[src/rtl/reset_seq_pkg.sv]
// reset_seq_pkg: state codes, widths and default timing for the reset sequencer
package reset_seq_pkg;
    localparam int STATE_W = 3;
    localparam int DEF_NSTAGES = 4;
    localparam int DEF_HOLD_CYCLES = 4194303;
    localparam int DEF_ACK_TIMEOUT = 65535;
    localparam int DEF_SOFT_DELAY = 1023;

    typedef enum logic [STATE_W-1:0] {
        WAIT_LINK = 3'd0,
        HOLD      = 3'd1,
        RELEASE   = 3'd2,
        WAIT_ACK  = 3'd3,
        RUN       = 3'd4,
        SOFT_WAIT = 3'd5
    } state_t;

    function automatic int timer_max(int a, int b, int c);
        int m;
        m = (a > b) ? a : b;
        m = (m > c) ? m : c;
        return (m > 1) ? m : 1;
    endfunction
endpackage

[src/rtl/reset_seq_timer.sv]
// reset_seq_timer: loadable up/down counter shared by the hold, ack and soft-delay phases
module reset_seq_timer #(
    parameter int WIDTH = 8
) (
    input  logic             clock_i,
    input  logic             reset_n_i,
    input  logic             load,
    input  logic [WIDTH-1:0] value,
    input  logic             up,
    input  logic             down,
    output logic [WIDTH-1:0] count
);
    always_ff @(posedge clock_i or negedge reset_n_i)
        if (!reset_n_i) count <= '0;
        else count <= load ? value : up ? count + WIDTH'(1) : down ? count - WIDTH'(1) : count;
endmodule

[src/rtl/reset_sequencer.sv]
// reset_sequencer: releases downstream reset domains in order once the link is stable
module reset_sequencer
    import reset_seq_pkg::*;
#(
    parameter int NSTAGES     = DEF_NSTAGES,
    parameter int HOLD_CYCLES = DEF_HOLD_CYCLES,
    parameter int ACK_TIMEOUT = DEF_ACK_TIMEOUT,
    parameter int SOFT_DELAY  = DEF_SOFT_DELAY
) (
    input  logic               clock_i,
    input  logic               reset_n_i,
    input  logic               soft_reset_i,
    input  logic               link_ok_i,
    input  logic [NSTAGES-1:0] stage_ready_i,
    output logic [NSTAGES-1:0] stage_reset_o,
    output logic [2:0]         state_o,
    output logic [7:0]         timeout_cnt_o,
    output logic               busy_o
);
    localparam int KW = NSTAGES > 1 ? $clog2(NSTAGES) : 1;
    localparam int TW = $clog2(timer_max(HOLD_CYCLES, ACK_TIMEOUT, SOFT_DELAY) + 1);
    localparam logic [TW-1:0] HOLD_END  = TW'(HOLD_CYCLES - 1);
    localparam logic [TW-1:0] ACK_END   = TW'(ACK_TIMEOUT - 1);
    localparam logic [TW-1:0] SOFT_LOAD = TW'(SOFT_DELAY);

    state_t             state, state_nx;
    logic [KW-1:0]      k, k_nx;
    logic [NSTAGES-1:0] rst_nx;
    logic [7:0]         tmo_nx;
    logic [TW-1:0]      timer, t_val;
    logic               t_load, t_up, t_dn;
    logic               active, ready_k, last_k;

    reset_seq_timer #(.WIDTH(TW)) timer_i (
        .clock_i  (clock_i),
        .reset_n_i(reset_n_i),
        .load     (t_load),
        .value    (t_val),
        .up       (t_up),
        .down     (t_dn),
        .count    (timer)
    );

    always_ff @(posedge clock_i or negedge reset_n_i)
        if (!reset_n_i) begin
            state         <= WAIT_LINK;
            k             <= '0;
            stage_reset_o <= '1;
            timeout_cnt_o <= '0;
        end else begin
            state         <= state_nx;
            k             <= k_nx;
            stage_reset_o <= rst_nx;
            timeout_cnt_o <= tmo_nx;
        end

    // Codes 6-7 fall into the default branch and behave exactly like WAIT_LINK.
    always_comb begin
        active   = state inside {HOLD, RELEASE, WAIT_ACK, RUN, SOFT_WAIT};
        ready_k  = stage_ready_i[k];
        last_k   = k == KW'(NSTAGES - 1);
        state_nx = state;
        k_nx     = k;
        rst_nx   = stage_reset_o;
        tmo_nx   = timeout_cnt_o;
        t_load   = 1'b0;
        t_val    = '0;
        t_up     = 1'b0;
        t_dn     = 1'b0;
        if (active && !link_ok_i) begin
            state_nx = WAIT_LINK;
            k_nx     = '0;
            rst_nx   = '1;
            t_load   = 1'b1;
        end else if (active && soft_reset_i) begin
            state_nx = SOFT_WAIT;
            t_load   = 1'b1;
            t_val    = SOFT_LOAD;
        end else begin
            case (state)
                HOLD:
                    if (timer == HOLD_END) begin
                        state_nx = RELEASE;
                        k_nx     = '0;
                    end else t_up = 1'b1;
                RELEASE: begin
                    rst_nx[k] = 1'b0;
                    state_nx  = WAIT_ACK;
                    t_load    = 1'b1;
                end
                WAIT_ACK:
                    if (!ready_k && timer == ACK_END) begin
                        tmo_nx   = &timeout_cnt_o ? timeout_cnt_o : timeout_cnt_o + 8'd1;
                        rst_nx   = '1;
                        state_nx = HOLD;
                        t_load   = 1'b1;
                    end else if (ready_k) begin
                        state_nx = last_k ? RUN : RELEASE;
                        k_nx     = last_k ? k : k + KW'(1);
                    end else t_up = 1'b1;
                RUN: ;
                // Asserting on the edge where the count would hit zero keeps SOFT_WAIT exactly SOFT_DELAY cycles long.
                SOFT_WAIT:
                    if (timer <= TW'(1)) begin
                        rst_nx   = '1;
                        state_nx = HOLD;
                        t_load   = 1'b1;
                    end else t_dn = 1'b1;
                default: begin
                    rst_nx   = '1;
                    k_nx     = '0;
                    t_load   = 1'b1;
                    state_nx = link_ok_i ? HOLD : WAIT_LINK;
                end
            endcase
        end
    end

    always_comb begin
        state_o = state;
        busy_o  = state != RUN;
    end
endmodule

[config.mk]
export PLATFORM = sky130hd
export DESIGN_NAME = reset_sequencer
export DESIGN_NICKNAME = d
export VERILOG_FILES = /design/src/rtl/reset_seq_pkg.sv /design/src/rtl/reset_seq_timer.sv /design/src/rtl/reset_sequencer.sv
export SDC_FILE = /design/constraint.sdc
export NUM_CORES = 1
export LEC_CHECK = 0
export BUFFER_PORTS_ARGS = -buffer_cell sky130_fd_sc_hd__buf_2
export CORE_MARGIN = 3
export CORE_UTILIZATION = 60
export CTS_CLUSTER_SIZE = 28
export DETAILED_ROUTE_END_ITERATION = 12
export GPL_ROUTABILITY_DRIVEN = 0
export PLACE_DENSITY = 0.92
export SKIP_CTS_REPAIR_TIMING = 1
export SYNTH_ARGS = -nofsm -noshare
export SYNTH_HDL_FRONTEND = slang
export SYNTH_SLANG_ARGS = --single-unit
[constraint.sdc]
create_clock -name clock_i -period 3.82 [get_ports clock_i]
set_input_delay 0.191 -clock clock_i [delete_from_list [all_inputs] [get_ports clock_i]]
set_output_delay 0.191 -clock clock_i [all_outputs]
set_load 0.01 [all_outputs]
==> report_table.html <==
<table>
<tr><th>Metric</th><th>Value</th></tr>
<tr><th colspan="2">Run status</th></tr>
<tr><td>Outcome</td><td>complete, but fails checks</td></tr>
<tr><td>Failing checks</td><td>hold timing</td></tr>
<tr><th colspan="2">Power</th></tr>
<tr><td>Proportion of power drawn by flip-flops and latches</td><td>0.377</td></tr>
<tr><td>Part of the total power dissipated in the clock network</td><td>0.157</td></tr>
<tr><td>Switching Fraction</td><td>0.464</td></tr>
<tr><td>Sw Pwr</td><td>0.799 mW</td></tr>
<tr><td>Worst vdd ir</td><td>0.278 mV</td></tr>
<tr><td>Static leakage power</td><td>about 1.3 nW</td></tr>
<tr><td>Power Total</td><td>roughly 1.7 mW</td></tr>
<tr><td>Areal power density over the cells</td><td>578 mW/mm^2</td></tr>
<tr><td>Relative contribution of combinational cells to total power</td><td>0.466</td></tr>
<tr><td>Internal power</td><td>0.921 mW</td></tr>
<tr><th colspan="2">STA</th></tr>
<tr><td>Setup violation total in the final timing report</td><td>0</td></tr>
<tr><td>Least-Margin Pin Slew</td><td>0.928 ns</td></tr>
<tr><td>Fin. Hold Viols</td><td>2</td></tr>
<tr><td>Setup skew after layout</td><td>0.0117 ns</td></tr>
<tr><td>Final worst-path cycle share</td><td>0.724</td></tr>
<tr><td>Number of max-slew violations in the final report</td><td>0</td></tr>
<tr><td>Top achievable clock speed</td><td>roughly 360 MHz</td></tr>
<tr><td>Final period demand of the worst path</td><td>about 2.8 ns</td></tr>
<tr><td>Fin Hold WS</td><td>-0.000402 ns</td></tr>
<tr><td>TNS Setup</td><td>0 ns</td></tr>
<tr><td>Setup repair after global routing missed its margin</td><td>false</td></tr>
<tr><td>Worst slew slack as a fraction of its limit</td><td>0.379</td></tr>
<tr><th colspan="2">Logic synthesis</th></tr>
<tr><td>Compound-Gate Fraction of Synth Area</td><td>0.194</td></tr>
<tr><td>Combined area of all synthesized cells</td><td>0.00277 mm^2</td></tr>
<tr><td>Sequential fraction of the synthesis area</td><td>0.355</td></tr>
<tr><td>Ys Warns</td><td>0</td></tr>
<tr><td>Synthesized-area fraction occupied by adder cells</td><td>0.0407</td></tr>
<tr><td>Per-instance average area after synthesis</td><td>8.73 um^2</td></tr>
<tr><td>Largest family of logic cells by synthesized area</td><td>simple AND/OR/NAND/NOR gates</td></tr>
<tr><td>Synthesized-area fraction occupied by and/or/nand/nor cells</td><td>0.287</td></tr>
<tr><td>Synthesized netlist cell count</td><td>317</td></tr>
<tr><td>Most used flip-flop cell after synthesis</td><td>sky130_fd_sc_hd__dfrtp_1</td></tr>
<tr><td>Share of synthesized registers carrying an async set or reset</td><td>1.00</td></tr>
<tr><td>Number of synthesized register bits</td><td>39</td></tr>
<tr><td>Fraction of synthesized cell area in xor and xnor cells</td><td>0.0538</td></tr>
<tr><td>Count of cell types in the netlist</td><td>62</td></tr>
<tr><td>Syn nets</td><td>334</td></tr>
<tr><td>Number of enable-type register cells in the synthesized netlist</td><td>0</td></tr>
<tr><td>Mux contribution to synthesized area</td><td>0.0303</td></tr>
<tr><th colspan="2">Die</th></tr>
<tr><td>Die height</td><td>73.9 um</td></tr>
<tr><td>Area enclosed by the die boundary</td><td>0.00546 mm^2</td></tr>
<tr><td>Starting Density</td><td>0.627</td></tr>
<tr><td>Count of pins on the block boundary</td><td>24</td></tr>
<tr><td>Horizontal die dimension</td><td>73.9 um</td></tr>
<tr><td>Std-Cell Core Area</td><td>0.00441 mm^2</td></tr>
<tr><td>Count of standard-cell rows</td><td>24</td></tr>
<tr><th colspan="2">Layout</th></tr>
<tr><td>Area of combinational cells with multiple inputs</td><td>0.00168 mm^2</td></tr>
<tr><td>Layout overhead on the synthesized area</td><td>7.55%</td></tr>
<tr><td>Fraction of layout cells with a size suffix above 1</td><td>0.143</td></tr>
<tr><td>Total area of sequential cells</td><td>~980 um^2</td></tr>
<tr><td>Filler Cells Inserted</td><td>between 300 and 400</td></tr>
<tr><td>Antenna cell count</td><td>0</td></tr>
<tr><td>Total Nets Final</td><td>between 300 and 400</td></tr>
<tr><th colspan="2">Drt</th></tr>
<tr><td>Number of antenna-violating nets in the routed design</td><td>0</td></tr>
<tr><td>Total Wirelength</td><td>6.76 mm</td></tr>
<tr><td>Average detailed-routed wire length per instance</td><td>17.4 um</td></tr>
<tr><td>Initial drt markers</td><td>184</td></tr>
<tr><td>Via count of the routed design</td><td>2592</td></tr>
<tr><td>Drc violations</td><td>0</td></tr>
<tr><td>Number of search-and-repair iterations in the first detailed-routing pass</td><td>5</td></tr>
<tr><td>DR vias/cell</td><td>approximately 6.7</td></tr>
<tr><th colspan="2">Global route</th></tr>
<tr><td>Vias in the first global route</td><td>2419</td></tr>
<tr><td>Largest net degree at the start of global routing</td><td>40</td></tr>
<tr><td>GRT overflow</td><td>0</td></tr>
<tr><td>Total global routing track utilization</td><td>0.266</td></tr>
<tr><td>Global-route wire length before repair</td><td>11.4 mm</td></tr>
<tr><td>Antenna violations before repair</td><td>0</td></tr>
<tr><th colspan="2">Setup path</th></tr>
<tr><td>Maximum fanout along the worst path</td><td>13</td></tr>
<tr><td>Launching element type of the critical path</td><td>flip-flop</td></tr>
<tr><td>Worst setup EP type</td><td>flip-flop</td></tr>
<tr><td>Flop2flop setup slack</td><td>1.06 ns</td></tr>
<tr><td>Arrival time at the worst endpoint</td><td>2.95 ns</td></tr>
<tr><td>Class of the most critical setup path</td><td>reg -&gt; reg</td></tr>
<tr><td>Count of cells along the worst register-to-register path</td><td>7</td></tr>
<tr><td>Reg2Reg Launch Point</td><td>timer_i.count[10]</td></tr>
<tr><td>Required time of the worst setup path</td><td>4.00 ns</td></tr>
<tr><td>Capture instance of the worst register-to-register path</td><td>timer_i.count[4]</td></tr>
<tr><th colspan="2">Clock tree</th></tr>
<tr><td>H-Tree Level Count</td><td>2</td></tr>
<tr><td>Insertion delay to the later sink of the worst-skew pair</td><td>0.30 ns</td></tr>
<tr><td>Root Buffer</td><td>sky130_fd_sc_hd__clkbuf_8</td></tr>
<tr><td>TritonCTS clock tree</td><td>built</td></tr>
<tr><td>Clock-pin slew on the worst setup and hold paths</td><td>~0.080 ns</td></tr>
<tr><td>Maximum count of clock buffers along a single path</td><td>2</td></tr>
<tr><td>Number of buffers inserted during clock tree synthesis</td><td>5</td></tr>
<tr><td>Count of clock tree sinks</td><td>39</td></tr>
<tr><th colspan="2">Job</th></tr>
<tr><td>Number of violations of the max-capacitance limit</td><td>0</td></tr>
<tr><th colspan="2">Min path</th></tr>
<tr><td>Path class of the lowest-slack min-delay path</td><td>in -&gt; async</td></tr>
<tr><th colspan="2">Placed design</th></tr>
<tr><td>Placed wire-length estimate</td><td>4.84 mm</td></tr>
<tr><td>Port Buffer Count</td><td>23</td></tr>
</table>
-- stage by stage --
step	hold WS (ns)	utilization	std cells	worst slack (ns)	cell area, um^2
final	-0.000402	0.674	388	1.06	2980
after global routing	0.0570	0.674	388	0.780	2980
after CTS	0.0164	0.674	388	1.03	2980
after detailed placement	0.344	0.655	380	1.05	2890
after global placement	0.351	0.655	380	1.16	2890
after floorplan	-0.105	-	317	1.61	2770
-- area by class of cell --
cell class / count / share of cell area
multi-input cells: 253 / 0.564
flip-flops and latches: 39 / 0.330
repair buffers: 24 / 0.0412
clock buffers: 5 / 0.0231
well taps: 52 / 0.0219
inverters: 12 / 0.0151
clock inverters: 3 / 0.00505
-- worst max path at each step --
stage                            startpoint               end  slack (ns)  cells after the start
after detailed placement  timer_i.count[10]  timer_i.count[4]        1.05                      7
after global placement    timer_i.count[10]  timer_i.count[4]        1.16                      7
after CTS                 timer_i.count[10]  timer_i.count[4]        1.03                      7
after global routing      timer_i.count[10]  timer_i.count[4]        0.78                      7
final                     timer_i.count[10]  timer_i.count[4]        1.06                      7
after floorplan                        k[0]  timeout_cnt_o[1]        1.61                      5
-- registers in the layout, summed over array words and instances, names as in the netlist --
signal and cells:
timer_i.count 22, timeout_cnt_o 8, stage_reset_o 4, state_o 3, k 2
-- power by group through the flow --
stage	clock, mW	combinational [mW]	sequential [mW]
finish	0.270	0.801	0.649
global route	0.294	0.883	0.668
CTS	0.277	0.789	0.642
detailed placement	0	0.776	0.651
global placement	0	0.749	0.638
floorplan	0	0.661	0.574
-- cell usage after synthesis (2+ instances only) --
cell type	n	area share
sky130_fd_sc_hd__dfrtp_1	35	0.32
sky130_fd_sc_hd__nand2_1	27	0.037
sky130_fd_sc_hd__a21oi_1	23	0.042
sky130_fd_sc_hd__nor2_1	23	0.031
sky130_fd_sc_hd__nand3_1	17	0.031
sky130_fd_sc_hd__nand4_1	16	0.036
sky130_fd_sc_hd__inv_1	12	0.016
sky130_fd_sc_hd__nor3_1	12	0.022
sky130_fd_sc_hd__and3_1	9	0.020
sky130_fd_sc_hd__ha_1	9	0.041
sky130_fd_sc_hd__o21ai_0	9	0.016
sky130_fd_sc_hd__xor2_1	9	0.028
sky130_fd_sc_hd__and2_1	8	0.018
sky130_fd_sc_hd__xnor2_1	8	0.025
sky130_fd_sc_hd__or3_1	7	0.016
sky130_fd_sc_hd__a211o_1	6	0.019
sky130_fd_sc_hd__a31oi_1	5	0.011
sky130_fd_sc_hd__clkbuf_1	5	0.0068
sky130_fd_sc_hd__mux2i_1	5	0.018
sky130_fd_sc_hd__nor4_1	5	0.011
sky130_fd_sc_hd__and4_1	4	0.013
sky130_fd_sc_hd__buf_2	4	0.0072
sky130_fd_sc_hd__dfstp_2	4	0.038
sky130_fd_sc_hd__nand2b_1	4	0.0090
sky130_fd_sc_hd__o211ai_1	4	0.011
sky130_fd_sc_hd__a211oi_1	3	0.0081
sky130_fd_sc_hd__nor2b_1	3	0.0068
sky130_fd_sc_hd__a41oi_1	2	0.0063
sky130_fd_sc_hd__buf_1	2	0.0027
sky130_fd_sc_hd__nor3b_1	2	0.0054
sky130_fd_sc_hd__o21a_1	2	0.0054
sky130_fd_sc_hd__o22ai_1	2	0.0045
sky130_fd_sc_hd__o31ai_1	2	0.0054
-- layout by cell type, fill, tap and decap left out, types with 9 or more instances in the layout --
cell,Yosys,layout
sky130_fd_sc_hd__ha_1,9,9
sky130_fd_sc_hd__nand3_1,17,17
sky130_fd_sc_hd__and3_1,9,9
sky130_fd_sc_hd__buf_2,4,23
sky130_fd_sc_hd__nor2_1,23,23
sky130_fd_sc_hd__nand2_1,27,27
sky130_fd_sc_hd__o21ai_0,9,9
sky130_fd_sc_hd__xor2_1,9,9
sky130_fd_sc_hd__a21oi_1,23,23
sky130_fd_sc_hd__inv_1,12,12
sky130_fd_sc_hd__dfrtp_1,35,35
sky130_fd_sc_hd__nor3_1,12,12
sky130_fd_sc_hd__nand4_1,16,16
-- metal layers --
| layer | wire length, um | vias to the layer above | part of all wire | GRT usage |
|---|---|---|---|---|
| met5 | 0 | - | 0 | 0 |
| met4 | 160 | 0 | 0.024 | 0.0885 |
| met3 | 493 | 20 | 0.073 | 0.0575 |
| met2 | 3240 | 115 | 0.48 | 0.422 |
| met1 | 2870 | 1240 | 0.42 | 0.363 |
| li1 | - | 1217 | - | - |
-- worst max-delay path: stages, from the launching register on --
cell and delay (ns):
sky130_fd_sc_hd__dfrtp_1 0.45, sky130_fd_sc_hd__nor4_1 0.53, sky130_fd_sc_hd__and2_1 0.26, sky130_fd_sc_hd__a31oi_1 0.15, sky130_fd_sc_hd__o211ai_1 0.77, sky130_fd_sc_hd__or3_1 0.21
sky130_fd_sc_hd__mux2i_1 0.06, sky130_fd_sc_hd__a211o_1 0.22
-- cell families after synthesis --
group,count (synthesis)
compound gates,75
buf+inv,25
simple gates,145
flops,39
xor+xnor,17
mux,7
fa+ha+maj,9
Power figures use the tool's default switching activity.
